### src/rtl/csc_pkg.sv
// Shared constants for the colour-space coefficient controller: register map,
// FSM states and the four preset coefficient banks (entry 0 in the low bits).
package csc_pkg;

    localparam int COEF_W_DEF = 11;
    localparam int OFS_W_DEF  = 18;
    localparam int NREG       = 8;

    localparam logic [2:0] IDX_YGAIN = 3'd0;
    localparam logic [2:0] IDX_KR_V  = 3'd1;
    localparam logic [2:0] IDX_KG_U  = 3'd2;
    localparam logic [2:0] IDX_KG_V  = 3'd3;
    localparam logic [2:0] IDX_KB_U  = 3'd4;
    localparam logic [2:0] IDX_OFS_R = 3'd5;
    localparam logic [2:0] IDX_OFS_G = 3'd6;
    localparam logic [2:0] IDX_OFS_B = 3'd7;

    typedef enum logic [1:0] {
        IDLE  = 2'd0,
        LOAD  = 2'd1,
        ARMED = 2'd2
    } state_t;

    // Packed as {ofs_b, ofs_g, ofs_r, kb_u, kg_v, kg_u, kr_v, ygain}
    localparam logic [NREG*OFS_W_DEF-1:0] P0 = {18'd116589, 18'd69625, 18'd92242,
        18'd911, 18'd367, 18'd177, 18'd721, 18'd512};
    localparam logic [NREG*OFS_W_DEF-1:0] P1 = {18'd141787, 18'd69370, 18'd114131,
        18'd1033, 18'd416, 18'd200, 18'd817, 18'd596};
    localparam logic [NREG*OFS_W_DEF-1:0] P2 = {18'd147904, 18'd39360, 18'd127040,
        18'd1081, 18'd273, 18'd109, 18'd918, 18'd596};
    localparam logic [NREG*OFS_W_DEF-1:0] P3 = {18'd0, 18'd0, 18'd0,
        18'd0, 18'd0, 18'd0, 18'd0, 18'd512};

endpackage

### src/rtl/csc_preset_rom.sv
// Combinational preset table lookup: (preset, register index) -> coefficient.
module csc_preset_rom
    import csc_pkg::*;
#(
    parameter int OFS_W = OFS_W_DEF
) (
    input  logic [1:0]       sel_i,
    input  logic [2:0]       idx_i,
    output logic [OFS_W-1:0] data_o
);

    logic [NREG*OFS_W_DEF-1:0] row;

    always_comb begin
        row = P0;
        case (sel_i)
            2'd0:    row = P0;
            2'd1:    row = P1;
            2'd2:    row = P2;
            default: row = P3;
        endcase
        data_o = OFS_W'(row[idx_i*OFS_W_DEF +: OFS_W_DEF]);
    end

endmodule

### src/rtl/csc_coef_ctrl.sv
// Shadow/active coefficient banks for the YUV->RGB converter; the shadow bank is
// copied to the active bank on VS rise (or forced after VS_TIMEOUT armed cycles).
module csc_coef_ctrl
    import csc_pkg::*;
#(
    parameter int COEF_W     = COEF_W_DEF,
    parameter int OFS_W      = OFS_W_DEF,
    parameter int VS_TIMEOUT = 4194304
) (
    input  logic              vid_clk,
    input  logic              vid_rst,
    input  logic              cfg_wr,
    input  logic [3:0]        cfg_addr,
    input  logic [OFS_W-1:0]  cfg_wdata,
    output logic              cfg_ready,
    input  logic              preset_req,
    input  logic [1:0]        preset_sel,
    input  logic              commit_req,
    input  logic              vs_in,
    output logic [COEF_W-1:0] act_ygain,
    output logic [COEF_W-1:0] act_kr_v,
    output logic [COEF_W-1:0] act_kg_u,
    output logic [COEF_W-1:0] act_kg_v,
    output logic [COEF_W-1:0] act_kb_u,
    output logic [OFS_W-1:0]  act_ofs_r,
    output logic [OFS_W-1:0]  act_ofs_g,
    output logic [OFS_W-1:0]  act_ofs_b,
    output logic              busy,
    output logic              armed,
    output logic              cfg_updated,
    output logic              err_drop,
    output logic              timeout_flag
);

    localparam int              CNT_W    = $clog2(VS_TIMEOUT + 1);
    localparam logic [CNT_W-1:0] CNT_LAST = CNT_W'(VS_TIMEOUT - 1);

    state_t           state_q;
    logic [OFS_W-1:0] shadow_q [NREG];
    logic [OFS_W-1:0] shadow_d [NREG];
    logic [OFS_W-1:0] active_q [NREG];
    logic [CNT_W-1:0] cnt_q;
    logic [2:0]       load_idx_q;
    logic [1:0]       sel_q;
    logic             vs_d_q, cfg_ready_q, busy_q, armed_q, upd_q, err_q, tmo_q;
    logic             vs_rise, start_load, wr_ok;
    logic [OFS_W-1:0] rom_data;

    function automatic logic [OFS_W-1:0] fit(input logic [2:0] idx, input logic [OFS_W-1:0] val);
        if (idx < IDX_OFS_R) return {{(OFS_W-COEF_W){1'b0}}, val[COEF_W-1:0]};
        return val;
    endfunction

    csc_preset_rom #(.OFS_W(OFS_W)) u_rom (
        .sel_i  (sel_q),
        .idx_i  (load_idx_q),
        .data_o (rom_data)
    );

    assign vs_rise    = vs_in & ~vs_d_q;
    // Preset requests outrank both register writes and a pending VS commit.
    assign start_load = preset_req && (state_q != LOAD);
    assign wr_ok      = cfg_wr && (state_q != LOAD) && !cfg_addr[3] && !preset_req;

    // Shadow bank as it will be after this cycle, so a commit sees a same-cycle write.
    always_comb begin
        for (int i = 0; i < NREG; i++) shadow_d[i] = shadow_q[i];
        if (wr_ok)
            shadow_d[cfg_addr[2:0]] = fit(cfg_addr[2:0], cfg_wdata);
        else if (state_q == LOAD)
            shadow_d[load_idx_q] = fit(load_idx_q, rom_data);
    end

    always_ff @(posedge vid_clk) begin
        if (vid_rst) begin
            state_q     <= IDLE;
            vs_d_q      <= 1'b0;
            cnt_q       <= '0;
            load_idx_q  <= '0;
            sel_q       <= '0;
            cfg_ready_q <= 1'b1;
            busy_q      <= 1'b0;
            armed_q     <= 1'b0;
            upd_q       <= 1'b0;
            err_q       <= 1'b0;
            tmo_q       <= 1'b0;
            for (int i = 0; i < NREG; i++) begin
                shadow_q[i] <= OFS_W'(P0[i*OFS_W_DEF +: OFS_W_DEF]);
                active_q[i] <= OFS_W'(P0[i*OFS_W_DEF +: OFS_W_DEF]);
            end
        end else begin
            vs_d_q <= vs_in;
            err_q  <= cfg_wr && !wr_ok;
            upd_q  <= 1'b0;
            for (int i = 0; i < NREG; i++) shadow_q[i] <= shadow_d[i];
            if (start_load) begin
                state_q     <= LOAD;
                sel_q       <= preset_sel;
                load_idx_q  <= '0;
                cnt_q       <= '0;
                busy_q      <= 1'b1;
                cfg_ready_q <= 1'b0;
                armed_q     <= 1'b0;
            end else begin
                case (state_q)
                    IDLE: if (commit_req) begin
                        state_q <= ARMED;
                        armed_q <= 1'b1;
                    end
                    LOAD: begin
                        load_idx_q <= load_idx_q + 3'd1;
                        if (load_idx_q == 3'd7) begin
                            state_q     <= ARMED;
                            armed_q     <= 1'b1;
                            busy_q      <= 1'b0;
                            cfg_ready_q <= 1'b1;
                        end
                    end
                    ARMED: begin
                        if (vs_rise || cnt_q == CNT_LAST) begin
                            for (int i = 0; i < NREG; i++) active_q[i] <= shadow_d[i];
                            state_q <= IDLE;
                            armed_q <= 1'b0;
                            upd_q   <= 1'b1;
                            cnt_q   <= '0;
                            if (!vs_rise) tmo_q <= 1'b1;
                        end else begin
                            cnt_q <= cnt_q + CNT_W'(1);
                        end
                    end
                    default: state_q <= IDLE;
                endcase
            end
        end
    end

    assign act_ygain    = active_q[IDX_YGAIN][COEF_W-1:0];
    assign act_kr_v     = active_q[IDX_KR_V][COEF_W-1:0];
    assign act_kg_u     = active_q[IDX_KG_U][COEF_W-1:0];
    assign act_kg_v     = active_q[IDX_KG_V][COEF_W-1:0];
    assign act_kb_u     = active_q[IDX_KB_U][COEF_W-1:0];
    assign act_ofs_r    = active_q[IDX_OFS_R];
    assign act_ofs_g    = active_q[IDX_OFS_G];
    assign act_ofs_b    = active_q[IDX_OFS_B];
    assign cfg_ready    = cfg_ready_q;
    assign busy         = busy_q;
    assign armed        = armed_q;
    assign cfg_updated  = upd_q;
    assign err_drop     = err_q;
    assign timeout_flag = tmo_q;

    // Gain entries are always zero above COEF_W.
    logic unused_gain_hi;
    assign unused_gain_hi = ^{active_q[0][OFS_W-1:COEF_W], active_q[1][OFS_W-1:COEF_W],
        active_q[2][OFS_W-1:COEF_W], active_q[3][OFS_W-1:COEF_W], active_q[4][OFS_W-1:COEF_W]};

endmodule
### config.mk
export PLATFORM = sky130hd
export DESIGN_NAME = csc_coef_ctrl
export DESIGN_NICKNAME = d
export VERILOG_FILES = /design/src/rtl/csc_pkg.sv /design/src/rtl/csc_preset_rom.sv /design/src/rtl/csc_coef_ctrl.sv
export SDC_FILE = /design/constraint.sdc
export NUM_CORES = 1
export LEC_CHECK = 0
export ABC_AREA = 1
export CAP_MARGIN = 20
export CORE_MARGIN = 1
export CORE_UTILIZATION = 56
export DETAILED_ROUTE_END_ITERATION = 6
export GPL_TIMING_DRIVEN = 0
export PLACE_DENSITY = 0.8
export SLEW_MARGIN = 20
export SYNTH_ARGS = -nofsm -noshare
export SYNTH_HDL_FRONTEND = slang
export SYNTH_SLANG_ARGS = --single-unit
export TNS_END_PERCENT = 100
### constraint.sdc
create_clock -name vid_clk -period 5.9 [get_ports vid_clk]
set_input_delay 1.18 -clock vid_clk [delete_from_list [all_inputs] [get_ports vid_clk]]
set_output_delay 1.18 -clock vid_clk [all_outputs]
set_load 0.05 [all_outputs]
==> flow_metrics.tcl, run 1 <==
set metrics [dict create \
    hold_ws_ps 475 \
    ir_worst_vdd_v 0.000196 \
    coreArea_um2 20400 \
    synth-edff-count 109 \
    cp_slowest_cell "nand2_4" \
    path_buf_inv 5 \
    wl_per_cell_um 19.8 \
    grt_pass1_wl_um 58400 \
    gp_routability_congestion 0.943 \
    met1_usage_pct 45.2 \
    powerDensity_nw_per_um2 283 \
    cts_resized 0 \
    cp_top_family "buffers and inverters" \
    gr-total-overflow 0 \
    drt-initial-drc-count 1357 \
    synth-main-ff-cell "dfxtp_1" \
    hold_class "flip-flop to flip-flop" \
    leakage_uw 0.00565 \
    grt_setup_unrepaired "false" \
    finalHoldViolations 0 \
    synth_area_um2 11800 \
    synth.ff_latch_count 255 \
    htreeDepth 1 \
    rows 52 \
    worst_pin_slew_ps 969 \
    setup.worst_path.class "input pin to flip-flop" \
    syn_nets 1500 \
    endpoint_kind "flip-flop" \
    synth_top_area_share_pct 27.8 \
    cts.clk_slew.worst_paths_ps 60 \
    crit_fanout 57 \
    port_buffers 144 \
    via_per_inst 5.91 \
    critical_path_required_ps 6170 \
    nets 1673 \
    crit_chain "clkdlybuf4s50_1, clkinv_1, clkbuf_1, buf_1, nand2_4, buf_16" \
    final-seq-area_um2 6200 \
    use_met3_pct 6.06 \
    antenna_found_initial 1 \
    drv_cap 0 \
    critical_path_arrival_ps 3940 \
    setup_violations 0 \
    finalMaxSlewViolations 0 \
    yosysWarnings 0 \
    num_vias 11400 \
    clock_tree.root_cell "clkbuf_16" \
    wl_um 38100 \
    worstSetupStartpointType "input pin" \
    met2_usage_pct 56.4 \
    dr.pass1.iters 7 \
    fmaxAchievable_mhz 272 \
    min_period_ps 3670 \
    setup-tns-final_ps 0 \
    cts-buffers-inserted 26 \
    clock_sinks 255 \
    cts_setup_buffers 0 \
    fp.dieArea_um2 21600 \
    total_power_uw 4100 \
    busiest_layer "met2" \
    yosysMostFrequentCell "nand2_1" \
    drive_gt1_share_pct 6.89 \
    cp_slowest_stage_delay_ps 560 \
    ioPinCount 145 \
    final.setup_skew_ps 26.3 \
    synthTopCellsByCount "256 x nand2_1, 212 x nor2_1, 148 x a21oi_1" \
    antenna_left 0 \
    synth_area_leaders "edfxtp_1 28%, dfxtp_1 25%, nand2_1 8.2%, nor2_1 6.8%, a21oi_1 6.3%" \
    drc 2 \
    yosysSeqAreaShare_pct 52.6 \
    synth_cells 1461 \
    hpwl_um 27000 \
    syn_area_per_cell_um2 8.06 \
    max-slew-margin-rel_pct 35.4 \
    fill_cells 1640 \
    ys_types 40 \
    async_flop_share_pct 0 \
    multi_input_area_um2 4690 \
    cts-hold-fix-buffers 0 \
    syn_to_final_growth_pct 23.1 \
    clk_path_buf_depth 3 \
    worst_skew_pair.late_latency_ps 550 \
    cts_tree "yes" \
    min_period_over_period_pct 62.2 \
    die_w_um 147 \
    die_h_um 147 \
    outcome "finished with violations" \
    grtUsageTotal_pct 35.0 \
    violations "design-rule violations" \
    first_global_vias 10600 \
    yosysTopAreaCell "edfxtp_1" \
    grt_max_degree 58 \
    initial_core_util_pct 57.6 \
]
[sequential cells by signal, indices dropped and copies added (netlist names)]
| register | count |
|---|---|
| state_q | 2 |
| armed | 1 |
| sel_q | 2 |
| cfg_updated | 1 |
| busy | 1 |
| cnt_q | 23 |
| cfg_ready | 1 |
| active_q | 109 |
| timeout_flag | 1 |
| vs_d_q | 1 |
| shadow_q | 109 |
| load_idx_q | 3 |
| err_drop | 1 |
[layout by cell type (no fill, tap or decap), types with 10 or more instances in the layout]
master and instances:
edfxtp_1 109, nand4_1 10, clkbuf_1 36, dfxtp_1 146, nand2_1 255, inv_1 138
o21ai_1 20, a21oi_1 148, nand3_1 110, o211ai_1 32, clkdlybuf4s50_1 144, inv_2 11
buf_2 26, o21ai_0 127, nor3_1 10, nor2_1 212, clkbuf_16 27
[worst reg2reg max path: cells and delay by family (launching register included)]
family | cells | cell delay [ps]
adders and majority gates | 1 | 270
DFF | 1 | 540
AOI/OAI and AO/OA | 2 | 730
buffers and inverters | 2 | 380
and+or+nand+nor | 5 | 830
[path summary, 6_finish.rpt]
kind / endpoint / slack (ps) / startpoint / depth (start not counted)
worst min register to register: timeout_flag / 470 / timeout_flag / 2
worst max-delay path: active_q[0][44] / 2230 / vid_rst / 6
worst min-delay path: timeout_flag / 470 / timeout_flag / 2
worst max register to register: active_q[0][54] / 2890 / sel_q[0] / 10
[cell families after synthesis]
group | after synthesis | share of synthesized area (%)
buffers and inverters | 221 | 7.58
XOR/XNOR | 7 | 0.521
AND/OR/NAND/NOR | 626 | 22.7
flip-flops | 255 | 52.6
AO/OA/AOI/OAI | 343 | 15.7
adder cells (fa/ha/maj) | 9 | 0.957
[final cells by class]
type                       instances  area share, %
timing repair buffer             145           10.1
clock buffer                      34           5.26
antenna                            1         0.0173
inverter                         150           3.88
tap                              270           2.33
clock inverter                    14          0.993
sequential                       255           42.7
multi-input combinational        985           32.4
buffer                            71           2.27
[where the power goes]
part           internal [uW]  total (uW)  switching, uW
Sequential              1890        1920           23.7
Combinational            130         465            335
Clock                   1000        1720            720
[through the flow]
step / setup slack (ps) / utilization (%) / cell area (um2) / instances
after global placement: -875 / 66.3 / 13600 / 1875
final: 2230 / 70.9 / 14500 / 1925
after detailed placement: 1690 / 66.5 / 13600 / 1876
after CTS: 2240 / 70.9 / 14500 / 1924
after floorplan: 1240 / - / 11800 / 1461
after global routing: 2070 / 70.9 / 14500 / 1924
[per-layer routing]
| metal | wire, um | up-vias |
|---|---|---|
| met4 | 2010 | 0 |
| met3 | 3990 | 159 |
| met5 | 0 | - |
| met1 | 14500 | 5246 |
| li1 | - | 5227 |
| met2 | 17600 | 741 |
Note: power is estimated with default switching activity, not from simulation.
==> run 2: changes to the inputs <==
CORE_UTILIZATION = 51   (was 56)
PLACE_DENSITY = 0.77   (was 0.8)
clock period = 3.05 ns   (was 5.9 ns; I/O delays follow)
==> flow_metrics.tcl, run 2 (synthesized netlist as in run 1, its figures left out) <==
set metrics [dict create \
    grt_max_degree 77 \
    final_cell_mix "255 x nand2_1, 212 x nor2_1, 148 x a21oi_1, 146 x dfxtp_1, 144 x clkdlybuf4s50_1" \
    fmaxAchievable_mhz 339 \
    r2r-start "sel_q[0]" \
    total_power_uw 8130 \
    n_antenna_cell 0 \
    drc 0 \
    cts_tree "yes" \
    clock_sinks 255 \
    via_per_inst 5.82 \
    dp_cells 1891 \
    nets 1674 \
    wl_um 37800 \
    instances_no_fill 1941 \
    hpwl_um 27100 \
    worstHoldEndpoint "timeout_flag" \
    placedInstanceArea_um2 13600 \
    crit_chain "clkdlybuf4s50_1, clkinv_1, clkbuf_1, buf_1, nand2_8, buf_16" \
    initial_core_util_pct 52.0 \
    r2r_slack_ps 150 \
    final_area_um2 14600 \
    max-slew-margin-rel_pct 41.1 \
    antenna_left 0 \
    final.setup_skew_ps 16.9 \
    port_buffers 144 \
    drive_gt1_share_pct 6.82 \
    drv_cap 0 \
    critical_path_required_ps 3300 \
    cts.clk_slew.worst_paths_ps 60 \
    ir_worst_vdd_v 0.000328 \
    grt_setup_unrepaired "false" \
    critical_path_arrival_ps 3190 \
    worst_pin_slew_ps 884 \
    coreArea_um2 22600 \
    ioPinCount 145 \
    min_period_ps 2950 \
    min_from "timeout_flag" \
    gp_routability_congestion 0.937 \
    grtUsageTotal_pct 31.5 \
    rows 55 \
    cts-buffers-inserted 27 \
    cts_resized 0 \
    setup.worst_path.class "input pin to flip-flop" \
    drt-initial-drc-count 1099 \
    path_buf_inv 5 \
    clock_tree.root_cell "clkbuf_16" \
    antenna_found_initial 0 \
    r2r_end "active_q[0][36]" \
    endpoint_kind "flip-flop" \
    min_period_over_period_pct 96.7 \
    cts_setup_buffers 0 \
    powerDensity_nw_per_um2 558 \
    cp_top_family "buffers and inverters" \
    die_w_um 154 \
    worstSetupStartpointType "input pin" \
    worst_skew_pair.late_latency_ps 560 \
    die_h_um 154 \
    cp_slowest_stage_delay_ps 640 \
    cp_slowest_cell "buf_1" \
    clk_path_buf_depth 3 \
    gr-total-overflow 0 \
    outcome "complete, no violations" \
    crit_fanout 76 \
    r2r_cells 10 \
    hold_class "flip-flop to flip-flop" \
    syn_to_final_growth_pct 23.8 \
    reg_top3 "active_q (109), shadow_q (109), cnt_q (23)" \
    fp.dieArea_um2 23700 \
    finalMaxSlewViolations 0 \
    leakage_uw 0.00569 \
    num_vias 11300 \
    grt_pass1_wl_um 57300 \
    first_global_vias 10500 \
    startpoint "vid_rst" \
    holdPathStages 2 \
    cts-hold-fix-buffers 0 \
    wl_per_cell_um 19.5 \
    setup_violations 0 \
    htreeDepth 1 \
    dr.pass1.iters 7 \
    finalHoldViolations 0 \
    final_common_cell "nand2_1" \
]
==> run 2: changes by cell type in the layout (fill, tap and decap cells not counted), sizes merged <==
cell and change:
diode -1, clkinvlp -5, inv +1, clkbuf +4
bufinv +2
==> run 2: final cells by class <==
type / instances / area [um2]
multi-input cells: 985 / 4700
clock buffers: 38 / 778
well taps: 285 / 357
inverters: 150 / 563
plain buffers: 71 / 329
fillers: 1875 / 8070
flip-flops and latches: 255 / 6200
clock inverters: 12 / 178
repair buffers: 145 / 1470
==> run 2: worst reg2reg max path: cells and delay by family (launching register included) <==
kind | cells | cell delay (ps)
buffers and inverters | 2 | 390
and+or+nand+nor | 5 | 820
DFF | 1 | 560
adders and majority gates | 1 | 280
AOI/OAI and AO/OA | 2 | 570
==> run 2: metrics by stage <==
step / TNS [ps] / hold WS [ps] / util (%) / worst slack (ps)
floorplan: 0 / 457 / - / 55.9
global placement: -178530 / 440 / 59.9 / -1650
detailed placement: -26580 / 463 / 60.1 / -341
CTS: 0 / 477 / 64.3 / 79.4
global route: 0 / 495 / 64.3 / 34.6
finish: 0 / 469 / 64.3 / 102
==> run 2: power by group <==
| group | switching (uW) | internal (uW) | leakage (uW) |
|---|---|---|---|
| clock | 1400 | 2130 | 0.000472 |
| combinational | 646 | 252 | 0.00307 |
| sequential | 45.9 | 3660 | 0.00214 |
==> run 2: metal layers <==
layer | global-route usage, % | routed length, um | vias to the layer above
met5 | 0 | 0 | -
met3 | 5.38 | 3780 | 167
li1 | - | - | 5228
met4 | 16.5 | 2140 | 0
met1 | 40.7 | 15000 | 5239
met2 | 50.9 | 16900 | 668
==> run 2: worst max-delay path by stage <==
stage | endpoint | slack, ps | cells past startpoint
finish | active_q[1][58] | 100 | 6
floorplan | active_q[0][0] | 60 | 4
global route | active_q[1][56] | 30 | 6
CTS | active_q[0][36] | 80 | 10
global placement | active_q[1][56] | -1650 | 5
detailed placement | active_q[1][38] | -340 | 6
